<file path="config.mk">
export PLATFORM = sky130hd
export DESIGN_NAME = key_conditioner_flat
export DESIGN_NICKNAME = d
export VERILOG_FILES = /design/src/rtl/key_conditioner_if.sv /design/src/rtl/key_conditioner.sv /design/src/flat_wrapper.sv
export SDC_FILE = /design/constraint.sdc
export NUM_CORES = 1
export LEC_CHECK = 0
export CAP_MARGIN = 10
export CELL_PAD_IN_SITES_DETAIL_PLACEMENT = 0
export CELL_PAD_IN_SITES_GLOBAL_PLACEMENT = 1
export CORE_MARGIN = 5
export CORE_UTILIZATION = 42
export DETAILED_ROUTE_END_ITERATION = 10
export PLACE_DENSITY_LB_ADDON = 0.1
export SLEW_MARGIN = 15
export SYNTH_ARGS = -nofsm -noshare
export SYNTH_HDL_FRONTEND = slang
export SYNTH_SLANG_ARGS = --single-unit
</file>
<file path="constraint.sdc">
create_clock -name CP -period 1.8 [get_ports CP]
set_input_delay 0.45 -clock CP [delete_from_list [all_inputs] [get_ports CP]]
set_output_delay 0.45 -clock CP [all_outputs]
set_load 0.1 [all_outputs]
</file>
<file path="src/rtl/key_conditioner_if.sv">
// Key bundle between the front-panel key conditioner and the clock top level.
interface key_conditioner_if #(
    parameter int unsigned N_KEYS = 9
) ();
    logic [N_KEYS-1:0] KEY_IN;
    logic [N_KEYS-1:0] KEY_PULSE;
    logic [N_KEYS-1:0] KEY_LEVEL;

    modport master (output KEY_IN, input KEY_PULSE, input KEY_LEVEL);
    modport slave  (input KEY_IN, output KEY_PULSE, output KEY_LEVEL);
endinterface

</file>
<file path="src/rtl/key_conditioner.sv">
// Per-key 2-flop synchronizer, debounce FSM, press pulse and held level.
// Auto-repeat (REPEAT state, hold/repeat timers) is built only when KEY_REPEAT_EN is defined.
module key_conditioner #(
    parameter int unsigned N_KEYS      = 9,
    parameter int unsigned DB_CYCLES   = 200,
    parameter int unsigned HOLD_CYCLES = 5000,
    parameter int unsigned RPT_CYCLES  = 1000
) (
    input  logic             CP,
    input  logic             CR,
    key_conditioner_if.slave kif
);

    localparam int unsigned MAX_AB  = (DB_CYCLES > HOLD_CYCLES) ? DB_CYCLES : HOLD_CYCLES;
    localparam int unsigned MAX_CYC = (MAX_AB > RPT_CYCLES) ? MAX_AB : RPT_CYCLES;
    localparam int unsigned CW      = (MAX_CYC > 1) ? $clog2(MAX_CYC) : 1;

    localparam logic [CW-1:0] DB_LAST   = CW'(DB_CYCLES - 1);
`ifdef KEY_REPEAT_EN
    localparam logic [CW-1:0] HOLD_LAST = CW'(HOLD_CYCLES - 1);
    localparam logic [CW-1:0] RPT_LAST  = CW'(RPT_CYCLES - 1);
`endif

    typedef enum logic [2:0] {
        IDLE,
        PRESS_DB,
        HELD,
`ifdef KEY_REPEAT_EN
        REPEAT,
`endif
        RELEASE_DB
    } state_t;

    logic [N_KEYS-1:0] sync1_q;
    logic [N_KEYS-1:0] sync2_q;

    always_ff @(posedge CP) begin
        if (CR) begin
            sync1_q <= '0;
            sync2_q <= '0;
        end else begin
            sync1_q <= kif.KEY_IN;
            sync2_q <= sync1_q;
        end
    end

    for (genvar i = 0; i < N_KEYS; i++) begin : g_ch
        state_t        state_q, state_d;
        logic [CW-1:0] cnt_q, cnt_d;
        logic          pulse_q, pulse_d;
        logic          level_q, level_d;
        logic          s;

        assign s = sync2_q[i];

        always_ff @(posedge CP) begin
            if (CR) begin
                state_q <= IDLE;
                cnt_q   <= '0;
                pulse_q <= 1'b0;
                level_q <= 1'b0;
            end else begin
                state_q <= state_d;
                cnt_q   <= cnt_d;
                pulse_q <= pulse_d;
                level_q <= level_d;
            end
        end

        always_comb begin
            state_d = state_q;
            cnt_d   = cnt_q;
            pulse_d = 1'b0;
            case (state_q)
                IDLE: begin
                    if (s) begin
                        state_d = PRESS_DB;
                        cnt_d   = '0;
                    end
                end
                PRESS_DB: begin
                    if (!s) begin
                        state_d = IDLE;
                        cnt_d   = '0;
                    end else if (cnt_q == DB_LAST) begin
                        state_d = HELD;
                        cnt_d   = '0;
                        pulse_d = 1'b1;
                    end else begin
                        cnt_d = cnt_q + CW'(1);
                    end
                end
                HELD: begin
                    if (!s) begin
                        state_d = RELEASE_DB;
                        cnt_d   = '0;
                    end
`ifdef KEY_REPEAT_EN
                    else if (cnt_q == HOLD_LAST) begin
                        state_d = REPEAT;
                        cnt_d   = '0;
                        pulse_d = 1'b1;
                    end else begin
                        cnt_d = cnt_q + CW'(1);
                    end
`endif
                end
`ifdef KEY_REPEAT_EN
                REPEAT: begin
                    if (!s) begin
                        state_d = RELEASE_DB;
                        cnt_d   = '0;
                    end else if (cnt_q == RPT_LAST) begin
                        cnt_d   = '0;
                        pulse_d = 1'b1;
                    end else begin
                        cnt_d = cnt_q + CW'(1);
                    end
                end
`endif
                RELEASE_DB: begin
                    // A bounce back to 1 re-enters HELD, restarting the hold timer.
                    if (s) begin
                        state_d = HELD;
                        cnt_d   = '0;
                    end else if (cnt_q == DB_LAST) begin
                        state_d = IDLE;
                        cnt_d   = '0;
                    end else begin
                        cnt_d = cnt_q + CW'(1);
                    end
                end
                default: begin
                    state_d = IDLE;
                    cnt_d   = '0;
                end
            endcase
            level_d = (state_d != IDLE) && (state_d != PRESS_DB);
        end

        assign kif.KEY_PULSE[i] = pulse_q;
        assign kif.KEY_LEVEL[i] = level_q;
    end

endmodule

</file>
<file path="src/flat_wrapper.sv">
// flat-port wrapper written by rule: the top's interface ports become plain ports
module key_conditioner_flat 
#(
    parameter int unsigned N_KEYS      = 9,
    parameter int unsigned DB_CYCLES   = 200,
    parameter int unsigned HOLD_CYCLES = 5000,
    parameter int unsigned RPT_CYCLES  = 1000
)
  (CP, CR, kif_KEY_IN, kif_KEY_PULSE, kif_KEY_LEVEL);
  key_conditioner_if #(.N_KEYS(N_KEYS)) kif_i ();
  input  logic CP;
  input  logic CR;
  input wire logic [$bits(kif_i.KEY_IN)-1:0] kif_KEY_IN;
  output wire logic [$bits(kif_i.KEY_PULSE)-1:0] kif_KEY_PULSE;
  output wire logic [$bits(kif_i.KEY_LEVEL)-1:0] kif_KEY_LEVEL;
  assign kif_i.KEY_IN = kif_KEY_IN;
  assign kif_KEY_PULSE = kif_i.KEY_PULSE;
  assign kif_KEY_LEVEL = kif_i.KEY_LEVEL;
  key_conditioner #(.N_KEYS(N_KEYS), .DB_CYCLES(DB_CYCLES), .HOLD_CYCLES(HOLD_CYCLES), .RPT_CYCLES(RPT_CYCLES)) u_core (.CP(CP), .CR(CR), .kif(kif_i));
endmodule
</file>
-- Word-level counts from Yosys, hierarchy flattened
Cells that the tools add are included.
Widths: inputs -> output; s select.
- register bits: 180
- bits of input ports: 11
- output and inout bits: 18
- word-level logic and storage cells: 299
- add/subtract/negate cells: 9
- equal/unequal tests: 63
- muxes and demuxes: 126
- bitwise operators: 18
- reduce and logical (&&, ||, !) cells: 45
- operators with widths (operator ; number):
    $mux 13 ; 45
    $pmux 13 s4 ; 9
    $mux 3 ; 54
    $add 13x1->13 const B ; 9
    $eq 13x8->1 const B ; 9
    $pmux 3 s4 ; 9
    $eq 3x2->1 const B ; 18
    $eq 3x1->1 const B ; 9
    $logic_not 3->1 ; 9
    $ne 3x1->1 const B ; 9
    $reduce_bool 3->1 ; 9
    $reduce_or 3->1 ; 9
    $ne 2x1->1 const B ; 9
    $ne 2x2->1 const B ; 9
    $not 1->1 ; 18
    $reduce_and 2->1 ; 9
    $logic_and 1x1->1 ; 9
    $mux 1 ; 9

-- Depth between registers and ports, before layout
Gate-level depths: netlist of run 1.
- word-level depth: 6
- gate-level depth with buffers: 7
- depth with buffers taken out: 6

-- Worst setup path before layout of run 1
No wires, ideal clock.
- path type: register to register
- start point: register u_core.g_ch[3].cnt_q[3]
- end point: register u_core.g_ch[3].cnt_q[10]
- setup time: 0.117 ns
- arrival: 1.680 ns
- required time: 1.683 ns
- setup slack: 0.003 ns
- stages on the path, launching flop included: 6
- period minus slack after synthesis: 1.797 ns
- path through: dfxtp_1 > or4_1 > or3_4 > nand3b_4 > o22ai_1 > a22o_1
- longest elaborated chain between the ends: 4
- elaborated cells on any way between the ends: 6
- those cells by class: add/sub: 1; eq/ne: 1; mux: 4
- ends and longest elaborated chain (element ; RTL line ; text):
    from (decl) ; key_conditioner.sv:49 ; logic [CW-1:0] cnt_q, cnt_d;
    from (signal assigned) ; key_conditioner.sv:64 ; cnt_q <= cnt_d;
    $add 13x1->13 / $eq 13x8->1 (equally long branches) ; -- ;
    $mux 13 (*) ; key_conditioner.sv:85, key_conditioner.sv:126 ;
    $mux 13 (on tied branches) ; key_conditioner.sv:123, key_conditioner.sv:82 ;
    $pmux 13 s4 (*) ; key_conditioner.sv:74 ; case (state_q)
Every way passes the cells marked *; elsewhere a longest branch is shown, timed or not.
A chain may end at the register's enable or synchronous reset.

-- Worst setup path after layout of run 1
- start point: register u_core.g_ch[3].cnt_q[10]
- end point: register u_core.g_ch[3].cnt_q[10]
Same word-level chain as after synthesis.

==> results of run 1 <==
==> area by class of cell <==
type                    count  area [µm²]
inverters                   9       33.78
repair buffers            149        1415
fillers                  1687        8242
flip-flops and latches    180        3627
clock buffers              17       425.4
clock inverters            15       172.7
multi-input cells         662        4372
well taps                 234       292.8
==> state kept, by name, indices dropped and copies added (netlist names) <==
register	count
u_core.g_ch.cnt_q	117
u_core.sync2_q	9
u_core.g_ch.pulse_q	9
u_core.g_ch.level_q	9
u_core.sync1_q	9
u_core.g_ch.state_q	27
==> per-stage QoR <==
stage	TNS [ns]	area, µm²	hold WS, ns	utilization	cells
after CTS	-0.05086	10030	0.4419	0.5396	1258
after detailed placement	-2.765	9301	0.4277	0.5006	1221
final	-0.08665	10340	0.4414	0.5564	1266
after floorplan	0	7916	0.4138	-	886
after global placement	-1.113	9301	0.4165	0.5006	1221
after global routing	-1.380	10340	0.4503	0.5564	1266
==> kinds of logic after synthesis <==
group	after synthesis
buffers and inverters	46
DFF	180
xor gates and xnor gates	92
adders and majority gates	9
AOI/OAI and AO/OA	80
and+or+nand+nor	459
muxes	11
other	1
==> cells in the mapped netlist, types with 3 or more instances <==
cell type,instances
a21o_1,6
mux2i_1,11
o22ai_1,4
or2_2,5
nor3_2,3
nor2_1,141
and3_1,21
o21ai_0,14
nand4_1,41
inv_1,9
a22oi_1,4
a31oi_1,7
nor3_1,44
nor3b_1,7
nor4b_1,5
nand3_1,39
xor2_1,53
a21oi_1,20
and4_1,4
ha_1,9
clkbuf_1,12
buf_4,20
nand2_1,51
or4_1,15
a211oi_1,4
nand3b_1,9
nor2b_1,22
nor4_1,14
o21ai_1,3
or3_1,9
dfxtp_1,180
nand2b_1,10
buf_1,5
or4b_1,3
o31ai_1,4
xnor2_1,38
==> timing repair <==
item	4_1_cts	5_1_grt
pin swaps	14	38
setup buffers	4	6
setup endpoints to repair	56	88
hold buffers	0	0
gates resized for setup	22	67
gates cloned	1	2
==> critical path, stage by stage, from the launching register on <==
cell,delay [ns]
dfxtp_2,0.32
or4_4,0.53
or3_4,0.44
nand3b_4,0.13
o22ai_2,0.07
a22o_1,0.21
==> per-layer routing <==
layer / track usage / part of all wire
met2: 0.2749 / 0.50
met3: 0.03023 / 0.019
met4: 0.05219 / 0.0084
met1: 0.2019 / 0.47
met5: 0 / 0
==> final timing paths <==
check                           cells after the start                                   from                                     to  slack (ns)
worst min-delay path                                1           u_core.sync1_q[4]$_SDFF_PP0_           u_core.sync2_q[4]$_SDFF_PP0_        0.44
worst max register to register                      5  u_core.g_ch[3].cnt_q[10]$_SDFFE_PP0P_  u_core.g_ch[3].cnt_q[10]$_SDFFE_PP0P_       -0.02
worst min register to register                      1           u_core.sync1_q[4]$_SDFF_PP0_           u_core.sync2_q[4]$_SDFF_PP0_        0.44
worst max-delay path                                5  u_core.g_ch[3].cnt_q[10]$_SDFFE_PP0P_  u_core.g_ch[3].cnt_q[10]$_SDFFE_PP0P_       -0.02
==> power by group <==
part,internal [mW],switching (mW)
Combinational,0.156,0.194
Sequential,4.02,0.0447
Clock,2.08,1.66
==> results.sh, run 1 <==
export IMPL_status="complete, but fails checks"
export IMPL_violations="negative setup slack"
export IMPL_synth_edf_count=0
export IMPL_drt_pre_antenna_iters=5
export IMPL_vias_per_cell=5.109
export IMPL_tightest_slew_ns=0.6137
export IMPL_slew_headroom=0.5857
export IMPL_fp_dieH_um=147.0
export IMPL_layout_commonest_cell="dfxtp_1"
export IMPL_grt_pass1_vias=6527
export IMPL_synth_compound_area_share=0.07076
export IMPL_hold_viol=0
export IMPL_synth_xor_area_share=0.1031
export IMPL_period_needed_ns=1.820
export IMPL_cts_buffers=17
export IMPL_totalWireLength_um=17400
export IMPL_gr_usage_all_layers=0.1596
export IMPL_ys_async_sr_fraction=0
export IMPL_synth_top_area_frac=0.4569
export IMPL_grt_pass1_wl_um=29400
export IMPL_drive_gt1_frac=0.2548
export IMPL_ys_seq_area_frac=0.4569
export IMPL_dp_hpwl_um=12110
export IMPL_period_share=1.011
export IMPL_place_congestion=0.8275
export IMPL_maxSlewViolCount=0
export IMPL_rsz0062_at_grt="true"
export IMPL_p_per_area_nw_per_um2=789.2
export IMPL_cts_tree="yes"
export IMPL_worstSetupPathType="reg -> reg"
export IMPL_synth_area_top_cells="dfxtp_1, nor2_1, xor2_1"
export IMPL_synth_top_family_by_area="simple AND/OR/NAND/NOR gates"
export IMPL_grt_overflow=0
export IMPL_mostFrequentLayoutCells="dfxtp_1, nor2_1, buf_4, xor2_1, nand2_1"
export IMPL_setup_violations=10
export IMPL_avgSynthCellArea_um2=8.982
export IMPL_p_total_mw=8.159
export IMPL_arrival_ns=2.13
export IMPL_core_area_um2=18580
export IMPL_fin_skew_ns=0.01024
export IMPL_grt_max_degree=44
export IMPL_start_util=0.4244
export IMPL_route_vias_total=6468
export IMPL_fp_row_count=50
export IMPL_yosys_area_share_simple=0.3091
export IMPL_antennaDiodeCount=0
export IMPL_io_pins=29
export IMPL_wl_per_cell_um=13.74
export IMPL_cts_buffer_depth=2
export IMPL_postRouteAntennaNets=0
export IMPL_syn_to_final_growth_pct=31.10
export IMPL_drc=0
export IMPL_synth_mux_area_frac=0.01396
export IMPL_crit_required_ns=2.11
export IMPL_synth_seq_cells=180
export IMPL_maxCapViolCount=0
export IMPL_yosys_area_share_adder=0.01428
export IMPL_drtIter0Drc=219
export IMPL_cts_htree_levels=4
export IMPL_num_nets_final=1039
export IMPL_dieWidth_um=147.0
export IMPL_clock_latency_ns=0.42
export IMPL_cp_max_fo=6
export IMPL_leakage_nw=3.857
export IMPL_layout_setup_ws_ns=-0.02036
export IMPL_synth_largest_area_cell="dfxtp_1"
export IMPL_antenna_found_initial=0
export IMPL_syn_instance_count=878
export IMPL_ys_warn_count=0
export IMPL_cts_root_buf="clkbuf_16"
export IMPL_synth_ff_type="dfxtp_1"
export IMPL_clk_pin_slew_worst_paths_ns=0.07
export IMPL_crit_path_end_kind="flop"
export IMPL_hold_path_class="reg -> reg"
export IMPL_start_kind="flop"
export IMPL_io_buffer_count=28
export IMPL_dp_slack_ns=-0.1508
export IMPL_max_freq_mhz=549.3
export IMPL_synth_cell_types=63
export IMPL_syn_area_um2=7886
export IMPL_ir_drop_uv=625.1
export IMPL_die_area_um2=21620
export IMPL_clock_sinks=180
Power figures use the tool's default switching activity.
==> run 2: changes to the inputs <==
ABC_AREA = 1   (was unset)
CTS_BUF_LIST = sky130_fd_sc_hd__clkbuf_8   (was unset)
==> run 2 against run 1 <==
Against the previous run:
- setup slack improved by 0.23 ns
- hold slack got worse by 0.044 ns
- flip-flop and latch count unchanged
- core utilization decreased by 8.0 points
- sequential share of layout area decreased by 0.67 points
- register-to-register slack improved by 0.23 ns
- the run now ends clean
- non-clock buffer count decreased by 109
- area after synthesis increased by 20%
- clock power decreased by 30%
- maximum frequency increased by 15%
- design area increased by 1.3%
- combinational power increased by 16%
==> results.sh, run 2 <==
export IMPL_critPathMaxStageDelay_ns=0.38
export IMPL_dp_cells=1685
export IMPL_fin_skew_ns=0.01689
export IMPL_vias_per_cell=4.730
export IMPL_syn_to_final_growth_pct=10.79
export IMPL_worstSetupPathType="reg -> reg"
export IMPL_syn_area_um2=9452
export IMPL_wl_per_cell_um=11.10
export IMPL_ys_async_sr_fraction=0
export IMPL_antenna_found_initial=0
export IMPL_dp_hpwl_um=13910
export IMPL_min_delay_start="u_core.sync1_q[8]$_SDFF_PP0_"
export IMPL_synth_top_area_frac=0.3813
export IMPL_drtIter0Drc=386
export IMPL_maxSlewViolCount=0
export IMPL_die_area_um2=25600
export IMPL_cts_htree_levels=4
export IMPL_setup_violations=0
export IMPL_largestRegisters="u_core.g_ch.cnt_q: 117 flops, u_core.g_ch.state_q: 27 flops"
export IMPL_grt_max_degree=68
export IMPL_layout_setup_ws_ns=0.2140
export IMPL_r2r_start="u_core.g_ch[6].cnt_q[0]$_SDFFE_PP0P_"
export IMPL_drt_pre_antenna_iters=5
export IMPL_synth_cell_types=48
export IMPL_io_buffer_count=28
export IMPL_hold_path_class="reg -> reg"
export IMPL_ir_drop_uv=386.6
export IMPL_fp_dieH_um=160.0
export IMPL_layout_commonest_cell="nand2_1"
export IMPL_hold_viol=0
export IMPL_start_kind="flop"
export IMPL_cp_max_fo=12
export IMPL_synth_common_cells="nand2_1, inv_1, dfxtp_1, nor2_1, nand3_1"
export IMPL_crit_required_ns=2.15
export IMPL_core_area_um2=21960
export IMPL_fin_util=0.4769
export IMPL_grt_overflow=0
export IMPL_arrival_ns=1.94
export IMPL_holdBufCountCts=0
export IMPL_avgSynthCellArea_um2=6.766
export IMPL_fp_row_count=54
export IMPL_ys_warn_count=0
export IMPL_route_vias_total=8116
export IMPL_tns_ns=0
export IMPL_rsz0062_at_grt="false"
export IMPL_gr_usage_all_layers=0.1529
export IMPL_clk_pin_slew_worst_paths_ns=0.10
export IMPL_drc=0
export IMPL_largest_register_ffs=117
export IMPL_mostFrequentLayoutCells="nand2_1, inv_1, dfxtp_1, nor2_1, nand3_1"
export IMPL_cts_root_buf="clkbuf_8"
export IMPL_grt_pass1_wl_um=33670
export IMPL_dieWidth_um=160.0
export IMPL_max_freq_mhz=630.5
export IMPL_fin_cells=1716
export IMPL_leakage_nw=4.185
export IMPL_period_share=0.8811
export IMPL_dp_slack_ns=0.2200
export IMPL_crit_path_end_kind="flop"
export IMPL_totalWireLength_um=19050
export IMPL_postRouteAntennaNets=0
export IMPL_grt_pass1_vias=7448
export IMPL_synth_ff_type="dfxtp_1"
export IMPL_cts_buffers=17
export IMPL_clock_sinks=180
export IMPL_maxCapViolCount=0
export IMPL_crit_start="u_core.g_ch[6].cnt_q[0]$_SDFFE_PP0P_"
export IMPL_post_cts_resized=0
export IMPL_postCtsSetupRepairBufs=0
export IMPL_yosysMostFrequentCell="nand2_1"
export IMPL_syn_instance_count=1397
export IMPL_synth_seq_cells=180
export IMPL_synth_area_top_cells="dfxtp_1, nand2_1, inv_1"
export IMPL_io_pins=29
export IMPL_period_needed_ns=1.586
export IMPL_cpMostUsedCell="nand2_2"
export IMPL_cts_buffer_depth=2
export IMPL_final_design_area_no_fill_um2=10470
export IMPL_status="finished, final reports clean"
export IMPL_ys_seq_area_frac=0.3813
export IMPL_regMostFlops="u_core.g_ch.cnt_q"
export IMPL_synth_edf_count=0
export IMPL_placed_area_um2=10110
export IMPL_antennaDiodeCount=0
export IMPL_synth_largest_area_cell="dfxtp_1"
export IMPL_place_congestion=0.8069
export IMPL_p_per_area_nw_per_um2=674.6
export IMPL_cts_tree="yes"
export IMPL_drive_gt1_frac=0.1163
export IMPL_start_util=0.4304
export IMPL_cp_cell_sequence="ha_1, nand2_1, clkinv_1, nand2_2, nor2_2, nand2_2, nand2_2, nand2_4, nand2_4, nor3_1"
export IMPL_cp_slowest_cell="dfxtp_1"
export IMPL_clock_latency_ns=0.46
export IMPL_num_nets_final=1444
## run 2: cell count changes after synthesis, sizes merged, moves of 11 or more
cell   before  now
or4        16    0
nor2      143  214
and3       21    2
a21oi      20   71
nand2      51  382
xor2       54   19
nor4       17    2
nand3      39  119
o21ai      18   45
nor2b      22    0
xnor2      38    4
inv         9  201
mux2i      11    0
## run 2: cell type report
type | instances | area (µm²)
Timing Repair Buffer | 40 | 558.0
Multi-Input combinational cell | 981 | 4817
Clock inverter | 14 | 127.6
Sequential cell | 180 | 3603
Fill cell | 2295 | 11490
Clock buffer | 17 | 234.0
Tap cell | 280 | 350.3
Inverter | 204 | 780.7
## run 2: metal layers
metal | GRT usage | wire, µm
met4 | 0.04419 | 200
met1 | 0.2114 | 9936
met2 | 0.2437 | 8430
met5 | 0 | 0
met3 | 0.02964 | 481
## run 2: path summary, 6_finish.rpt
kind,cells past startpoint,slack [ns],to
setup / recovery,10,0.21,u_core.g_ch[6].cnt_q[7]$_SDFFE_PP0P_
hold / removal,2,0.40,u_core.sync2_q[8]$_SDFF_PP0_
setup reg to reg,10,0.21,u_core.g_ch[6].cnt_q[7]$_SDFFE_PP0P_
hold reg to reg,2,0.40,u_core.sync2_q[8]$_SDFF_PP0_
## run 2: report_power, final
group	total, mW	leakage [nW]	internal, mW	switching [mW]
clock network	2.60	0.181	1.10	1.50
registers	4.06	1.46	4.03	0.0359
logic	0.406	2.55	0.128	0.278
## run 2: cells by family (layout without fill, tap and decap cells)
group | after synthesis | after routing | synth area share
fa+ha+maj | 9 | 9 | 0.01191
simple gates | 805 | 805 | 0.3889
flops | 180 | 180 | 0.3813
other cells | 1 | 9 | 0.0003968
xor+xnor | 23 | 23 | 0.02131
buf+inv | 244 | 275 | 0.1123
compound gates | 135 | 135 | 0.08393
## run 2: critical path: cells and delay by family (launching register included)
family	cells	cell delay, ns
and+or+nand+nor	8	0.84
DFF	1	0.38
adders and majority gates	1	0.18
buffers and inverters	1	0.06
## run 2: stage by stage
stage,power [mW],hold WS [ns]
after CTS,7.216,0.4034
after floorplan,4.463,0.3883
after detailed placement,4.568,0.3921
final,7.064,0.3971
after global routing,7.450,0.4181
after global placement,4.569,0.3910
